--- src/rtl/uart_rx_pkg.sv ---
// Shared types and constants for the UART receive sequencer.
// Holds the FSM state encoding, default frame geometry and the start-sample point helper.
package uart_rx_pkg;

   localparam int UART_SIZE       = 8;
   localparam int UART_OVERSAMPLE = 16;

   typedef enum logic [2:0] {
      IDLE,
      START,
      DATA,
      PARITY,
      STOP,
      BRK_WAIT
   } state_t;

   // Tick index within the start bit at which the line is re-checked (mid start bit).
   function automatic int start_sample_pt(input int os);
      return os / 2 - 1;
   endfunction

endpackage

--- src/rtl/uart_rx_tick_gen.sv ---
// Oversample tick generator: down-counter that pulses o_tick for one cycle at zero and reloads
// with max(i_div,1)-1. The divisor is sampled only at reload; a divisor of 0 or 1 gives a tick every cycle.
module uart_rx_tick_gen #(
   parameter int DIV_W = 16
) (
   input  logic             i_clk,
   input  logic             i_rst,
   input  logic [DIV_W-1:0] i_div,
   output logic             o_tick
);

   logic [DIV_W-1:0] r_cnt;
   logic [DIV_W-1:0] w_reload;

   assign w_reload = (i_div == '0) ? '0 : i_div - DIV_W'(1);
   assign o_tick   = (r_cnt == '0);

   always_ff @(posedge i_clk) begin
      if (i_rst) begin
         r_cnt <= '0;
      end else if (r_cnt == '0) begin
         r_cnt <= w_reload;
      end else begin
         r_cnt <= r_cnt - DIV_W'(1);
      end
   end

endmodule

--- src/rtl/uart_rx_sequencer.sv ---
// UART frame receiver: start qualification, mid-bit sampling, stop check and a valid/accept holding
// register with sticky overrun; ~(OS/2+(SIZE+1)*OS)*BAUD_DIV cycles latency. Parity via UART_RX_PARITY_EN.
module uart_rx_sequencer
   import uart_rx_pkg::*;
#(
   parameter int SIZE       = UART_SIZE,
   parameter int OVERSAMPLE = UART_OVERSAMPLE,
   parameter int DIV_W      = 16
) (
   input  logic             CLK,
   input  logic             RST,
   input  logic [DIV_W-1:0] BAUD_DIV,
   input  logic             RXD,
   input  logic             RX_ACCEPT,
`ifdef UART_RX_PARITY_EN
   input  logic             PARITY_ODD,
   output logic             PARITY_ERROR,
`endif
   output logic [SIZE-1:0]  DQ,
   output logic             RX_VALID,
   output logic             FRAME_ERROR,
   output logic             OVERRUN,
   output logic             BUSY
);

   localparam int SC_W = $clog2(OVERSAMPLE);
   localparam int BC_W = $clog2(SIZE + 1);
   localparam logic [SC_W-1:0] START_PT = SC_W'(start_sample_pt(OVERSAMPLE));
   localparam logic [SC_W-1:0] LAST_PT  = SC_W'(OVERSAMPLE - 1);
   localparam logic [BC_W-1:0] LAST_BIT = BC_W'(SIZE - 1);

   logic            w_tick;
   logic            w_complete;
   logic            w_free;
   state_t          r_state;
   logic [SC_W-1:0] r_sample_cnt;
   logic [BC_W-1:0] r_bit_cnt;
   logic [SIZE-1:0] r_shift;
   logic            r_busy;
   logic [SIZE-1:0] r_dq;
   logic            r_valid;
   logic            r_ferr;
   logic            r_ovr;

   uart_rx_tick_gen #(.DIV_W(DIV_W)) u_tick_gen (
      .i_clk  (CLK),
      .i_rst  (RST),
      .i_div  (BAUD_DIV),
      .o_tick (w_tick)
   );

   // The frame completes on the stop-sample tick; the holding register updates on the same edge.
   assign w_complete = w_tick && (r_state == STOP) && (r_sample_cnt == LAST_PT);
   assign w_free     = !r_valid || RX_ACCEPT;

`ifdef UART_RX_PARITY_EN
   logic r_par_bit;
   logic r_perr;
   logic w_perr;

   assign w_perr       = (^r_shift) ^ r_par_bit ^ PARITY_ODD;
   assign PARITY_ERROR = r_perr;
`endif

   always_ff @(posedge CLK) begin
      if (RST) begin
         r_state      <= IDLE;
         r_sample_cnt <= '0;
         r_bit_cnt    <= '0;
         r_shift      <= '0;
         r_busy       <= 1'b0;
`ifdef UART_RX_PARITY_EN
         r_par_bit    <= 1'b0;
`endif
      end else if (w_tick) begin
         unique case (r_state)
            IDLE: begin
               if (!RXD) begin
                  r_state      <= START;
                  r_sample_cnt <= '0;
                  r_busy       <= 1'b1;
               end
            end
            START: begin
               if (r_sample_cnt == START_PT) begin
                  r_sample_cnt <= '0;
                  r_bit_cnt    <= '0;
                  if (!RXD) begin
                     r_state <= DATA;
                  end else begin
                     r_state <= IDLE;
                     r_busy  <= 1'b0;
                  end
               end else begin
                  r_sample_cnt <= r_sample_cnt + SC_W'(1);
               end
            end
            DATA: begin
               if (r_sample_cnt == LAST_PT) begin
                  r_sample_cnt <= '0;
                  r_shift      <= {RXD, r_shift[SIZE-1:1]};
                  r_bit_cnt    <= r_bit_cnt + BC_W'(1);
                  if (r_bit_cnt == LAST_BIT) begin
`ifdef UART_RX_PARITY_EN
                     r_state <= PARITY;
`else
                     r_state <= STOP;
`endif
                  end
               end else begin
                  r_sample_cnt <= r_sample_cnt + SC_W'(1);
               end
            end
`ifdef UART_RX_PARITY_EN
            PARITY: begin
               if (r_sample_cnt == LAST_PT) begin
                  r_sample_cnt <= '0;
                  r_par_bit    <= RXD;
                  r_state      <= STOP;
               end else begin
                  r_sample_cnt <= r_sample_cnt + SC_W'(1);
               end
            end
`endif
            STOP: begin
               if (r_sample_cnt == LAST_PT) begin
                  r_sample_cnt <= '0;
                  if (RXD) begin
                     r_state <= IDLE;
                     r_busy  <= 1'b0;
                  end else begin
                     r_state <= BRK_WAIT;
                  end
               end else begin
                  r_sample_cnt <= r_sample_cnt + SC_W'(1);
               end
            end
            // A line still low after a bad stop must return high before a new start counts.
            BRK_WAIT: begin
               if (RXD) begin
                  r_state <= IDLE;
                  r_busy  <= 1'b0;
               end
            end
            default: begin
               r_state <= IDLE;
               r_busy  <= 1'b0;
            end
         endcase
      end
   end

   always_ff @(posedge CLK) begin
      if (RST) begin
         r_dq    <= '0;
         r_valid <= 1'b0;
         r_ferr  <= 1'b0;
         r_ovr   <= 1'b0;
`ifdef UART_RX_PARITY_EN
         r_perr  <= 1'b0;
`endif
      end else if (w_complete && w_free) begin
         r_dq    <= r_shift;
         r_ferr  <= !RXD;
         r_valid <= 1'b1;
         r_ovr   <= 1'b0;
`ifdef UART_RX_PARITY_EN
         r_perr  <= w_perr;
`endif
      end else if (w_complete) begin
         r_ovr <= 1'b1;
      end else if (r_valid && RX_ACCEPT) begin
         r_valid <= 1'b0;
         r_ovr   <= 1'b0;
      end
   end

   assign DQ          = r_dq;
   assign RX_VALID    = r_valid;
   assign FRAME_ERROR = r_ferr;
   assign OVERRUN     = r_ovr;
   assign BUSY        = r_busy;

endmodule
--- config.mk ---
export PLATFORM = sky130hd
export DESIGN_NAME = uart_rx_sequencer
export DESIGN_NICKNAME = d
export VERILOG_FILES = /design/src/rtl/uart_rx_pkg.sv /design/src/rtl/uart_rx_tick_gen.sv /design/src/rtl/uart_rx_sequencer.sv
export SDC_FILE = /design/constraint.sdc
export NUM_CORES = 1
export LEC_CHECK = 0
export CORE_MARGIN = 2
export CORE_UTILIZATION = 60
export CTS_CLUSTER_DIAMETER = 150
export CTS_CLUSTER_SIZE = 10
export DETAILED_ROUTE_END_ITERATION = 8
export GPL_TIMING_DRIVEN = 0
export PLACE_DENSITY = 0.83
export SYNTH_ARGS = -nofsm -noshare
export SYNTH_HDL_FRONTEND = slang
export SYNTH_HIERARCHICAL = 1
export SYNTH_SLANG_ARGS = --single-unit
--- constraint.sdc ---
create_clock -name CLK -period 7.25 [get_ports CLK]
set_clock_uncertainty 0.15 [all_clocks]
set_input_delay 0.725 -clock CLK [delete_from_list [all_inputs] [get_ports CLK]]
set_output_delay 0.725 -clock CLK [all_outputs]
set_load 0.03 [all_outputs]
==> insert_results.sql <==
INSERT INTO impl_metrics (metric_group, metric, value, unit) VALUES
('layout', 'n_fill_cell', '339', ''),
('layout', 'post_route_cells_drive_above_1_share', '0.100', ''),
('layout', 'seq_area', '941', 'sq um'),
('worst_setup_path', 'cp_slowest_stage_delay', '0.47', 'ns'),
('worst_setup_path', 'critical_path_required_time', '7.30', 'ns'),
('die', 'coreArea', '4410', 'sq um'),
('yosys', 'async_reset_ff_frac', '0', ''),
('layout', 'antenna_cells', '0', ''),
('clock_tree', 'cts_setup_buffers', '0', ''),
('layout', 'finish.net_count', '394', ''),
('pwr', 'vdd_ir_max', '0.151', 'mV'),
('yosys', 'post_synth_instance_area', '2780', 'sq um'),
('clock_tree', 'inserted_clock_buffers', '5', ''),
('worst_setup_path', 'cp.buffers_inverters', '3', ''),
('sta', 'tns', '0', 'ns'),
('layout', 'synthToLayoutAreaGrowth', '17.0', '%'),
('sta', 'fmax', '321', 'MHz'),
('die', 'die_y', '72.1', 'um'),
('clock_tree', 'clock_sinks', '47', ''),
('global_route', 'first_global_vias', '2524', ''),
('yosys', 'yosys_warnings', '6', ''),
('global_route', 'antenna_found_initial', '0', ''),
('drt', 'avgViaCountPerCell', '6.20', ''),
('clock_tree', 'cts_htree_levels', '2', ''),
('placed_design', 'post-place-ws', '4.11', 'ns'),
('yosys', 'postSynthNetCount', '356', ''),
('worst_setup_path', 'worstPathMaxFanout', '10', ''),
('layout', 'postLayoutCoreUtil', '0.737', ''),
('yosys', 'synth_top_flop_cell', 'sky130_fd_sc_hd__dfxtp_1', ''),
('min_path', 'worst_hold_path_type', 'register to register', ''),
('yosys', 'ys_seq_elements', '47', ''),
('drt', 'drt-wirelength-per-cell', '15.4', 'um'),
('drt', 'routed_wire_length', '6500', 'um'),
('sta', 'grt_setup_unrepaired', 'no', ''),
('layout', 'total_area_of_multi_input_combinational_cells', '1720', 'sq um'),
('die', 'num_rows', '24', ''),
('pwr', 'power-per-cell-area', '285', 'nW/um^2'),
('drt', 'drt_first_iter_violations', '218', ''),
('global_route', 'grt_usage', '0.265', ''),
('drt', 'antenna_left', '0', ''),
('yosys', 'synth.distinct_cells', '67', ''),
('drt', 'drc_errors', '0', ''),
('clock_tree', 'cts-root-to-sink-buffers', '2', ''),
('clock_tree', 'hold_buffers', '0', ''),
('sta', 'worst_slew_pin_slew', '0.890', 'ns'),
('die', 'design.portCount', '32', ''),
('clock_tree', 'cts_root_buf', 'sky130_fd_sc_hd__clkbuf_8', ''),
('worst_setup_path', 'timing.critical_path.from_type', 'register', ''),
('worst_setup_path', 'critical_path_arrival', '3.16', 'ns'),
('layout', 'mostFrequentLayoutCell', 'sky130_fd_sc_hd__dfxtp_1', ''),
('sta', 'final_hold_violation_count', '0', ''),
('sta', 'fin_crit_sh', '0.430', ''),
('layout', 'final_cell_mix', 'sky130_fd_sc_hd__dfxtp_1 (47), sky130_fd_sc_hd__nor2_1 (36), sky130_fd_sc_hd__nand2_1 (36)', ''),
('run_status', 'run_status', 'complete, no violations', ''),
('worst_setup_path', 'critPathTopFamily', 'simple AND/OR/NAND/NOR gates', ''),
('sta', 'fin_crit', '3.12', 'ns'),
('placed_design', 'place.port_buffers', '31', ''),
('sta', 'setup_viol', '0', ''),
('yosys', 'syn_inst', '331', ''),
('placed_design', 'finalWeightedCongestion', '0.871', ''),
('global_route', 'grt_first_pass_wirelength', '11000', 'um'),
('pwr', 'leakagePower', '1.17', 'nW'),
('die', 'die_w', '72.1', 'um'),
('clock_tree', 'tritoncts', 'built', ''),
('clock_tree', 'source_to_sink_clock_delay_at_the_later_pin_of_the_worst_skew_pair', '0.31', 'ns'),
('die', 'effective_utilization_at_floorplan', '0.630', ''),
('placed_design', 'dpl.hpwl', '4750', 'um'),
('sta', 'post-route-worst-setup-slack', '4.13', 'ns'),
('worst_setup_path', 'setup.worst_path.class', 'register to register', ''),
('drt', 'drt_pass1_iterations', '5', ''),
('clock_tree', 'clk_pin_slew_worst_paths', '0.10', 'ns');
[routing by layer]
layer	routed length, um	global-route usage	vias up
met1	3050	0.337	1251
met5	0	0	-
met2	3140	0.463	71
met4	66	0.0797	0
met3	250	0.0417	11
li1	-	-	1283
[tightest hold or removal path: stages, from the launching register on]
cell and delay, ns:
sky130_fd_sc_hd__dfxtp_1 0.32, sky130_fd_sc_hd__nand2_1 0.05, sky130_fd_sc_hd__mux2i_1 0.06
[area by class of cell]
| type | instances | share of cell area |
|---|---|---|
| Buffer | 14 | 0.0227 |
| Clock buffer | 5 | 0.0212 |
| Clock inverter | 3 | 0.00846 |
| Inverter | 12 | 0.0139 |
| Multi-Input combinational cell | 258 | 0.529 |
| Sequential cell | 47 | 0.289 |
| Tap cell | 52 | 0.0200 |
| Timing Repair Buffer | 31 | 0.0954 |
[stage by stage]
step | hold WS, ns | total power (W) | cells | area, sq um
floorplan | 0.286 | 0.000659 | 331 | 2780
global placement | 0.297 | 0.000733 | 414 | 3160
detailed placement | 0.302 | 0.000748 | 414 | 3160
CTS | 0.315 | 0.000922 | 422 | 3250
global route | 0.354 | 0.000985 | 422 | 3250
finish | 0.312 | 0.000927 | 422 | 3250
[state kept, by name, summed over array words and instances, names as in the netlist]
signal and count:
BUSY 1, r_state 3, OVERRUN 1, r_bit_cnt 4, r_shift 8, r_sample_cnt 4
DQ 8, FRAME_ERROR 1, u_tick_gen/r_cnt 16, RX_VALID 1
[path summary, 6_finish.rpt]
| check | startpoint | to | slack, ns | cells past startpoint |
|---|---|---|---|---|
| max | u_tick_gen/r_cnt[2]$_SDFF_PP0_ | DQ[7]$_SDFFE_PP0P_ | 4.13 | 10 |
| min | BUSY$_SDFFE_PP0P_ | BUSY$_SDFFE_PP0P_ | 0.31 | 2 |
| min reg2reg | BUSY$_SDFFE_PP0P_ | BUSY$_SDFFE_PP0P_ | 0.31 | 2 |
| max reg2reg | u_tick_gen/r_cnt[2]$_SDFF_PP0_ | DQ[7]$_SDFFE_PP0P_ | 4.13 | 10 |
[cells by family after synthesis]
logic type	count (synthesis)	share of synthesized area
AOI/OAI and AO/OA	67	0.172
xor gates and xnor gates	19	0.0599
adders and majority gates	5	0.0225
buffers and inverters	26	0.0427
DFF	47	0.338
muxes	17	0.0635
and+or+nand+nor	150	0.301
[Yosys cell counts, types with 2 or more instances]
cell type	number	area, sq um
sky130_fd_sc_hd__a21oi_1	25	125
sky130_fd_sc_hd__and2_1	2	12.5
sky130_fd_sc_hd__buf_2	5	25.0
sky130_fd_sc_hd__nand2_1	36	135
sky130_fd_sc_hd__clkbuf_1	5	18.8
sky130_fd_sc_hd__or4_1	3	22.5
sky130_fd_sc_hd__or2_2	2	12.5
sky130_fd_sc_hd__o211ai_1	3	22.5
sky130_fd_sc_hd__nor3_1	8	40.0
sky130_fd_sc_hd__nor3b_2	2	25.0
sky130_fd_sc_hd__inv_1	12	45.0
sky130_fd_sc_hd__mux2i_1	15	150
sky130_fd_sc_hd__nand3b_1	4	30.0
sky130_fd_sc_hd__nand2b_1	3	18.8
sky130_fd_sc_hd__or3_1	3	18.8
sky130_fd_sc_hd__nor2_1	36	135
sky130_fd_sc_hd__xor2_1	10	87.6
sky130_fd_sc_hd__o21ai_0	6	30.0
sky130_fd_sc_hd__a2bb2oi_1	2	17.5
sky130_fd_sc_hd__nand4_1	10	62.6
sky130_fd_sc_hd__nor4_1	7	43.8
sky130_fd_sc_hd__buf_4	2	15.0
sky130_fd_sc_hd__nor3b_1	3	22.5
sky130_fd_sc_hd__nand3_1	12	60.1
sky130_fd_sc_hd__dfxtp_1	47	941
sky130_fd_sc_hd__a211oi_1	8	60.1
sky130_fd_sc_hd__a22oi_1	5	37.5
sky130_fd_sc_hd__o31a_1	2	17.5
sky130_fd_sc_hd__xnor2_1	9	78.8
sky130_fd_sc_hd__ha_1	5	62.6
sky130_fd_sc_hd__or3b_1	2	17.5
sky130_fd_sc_hd__and4_1	2	17.5
[power by group]
group          switching [W]  leakage, nW  internal [W]
Combinational       0.000230        0.737      0.000179
Clock               0.000101       0.0467     0.0000716
Sequential         0.0000456        0.381      0.000301
Total               0.000376         1.17      0.000551
No activity file was read; power rests on OpenSTA's default activity.
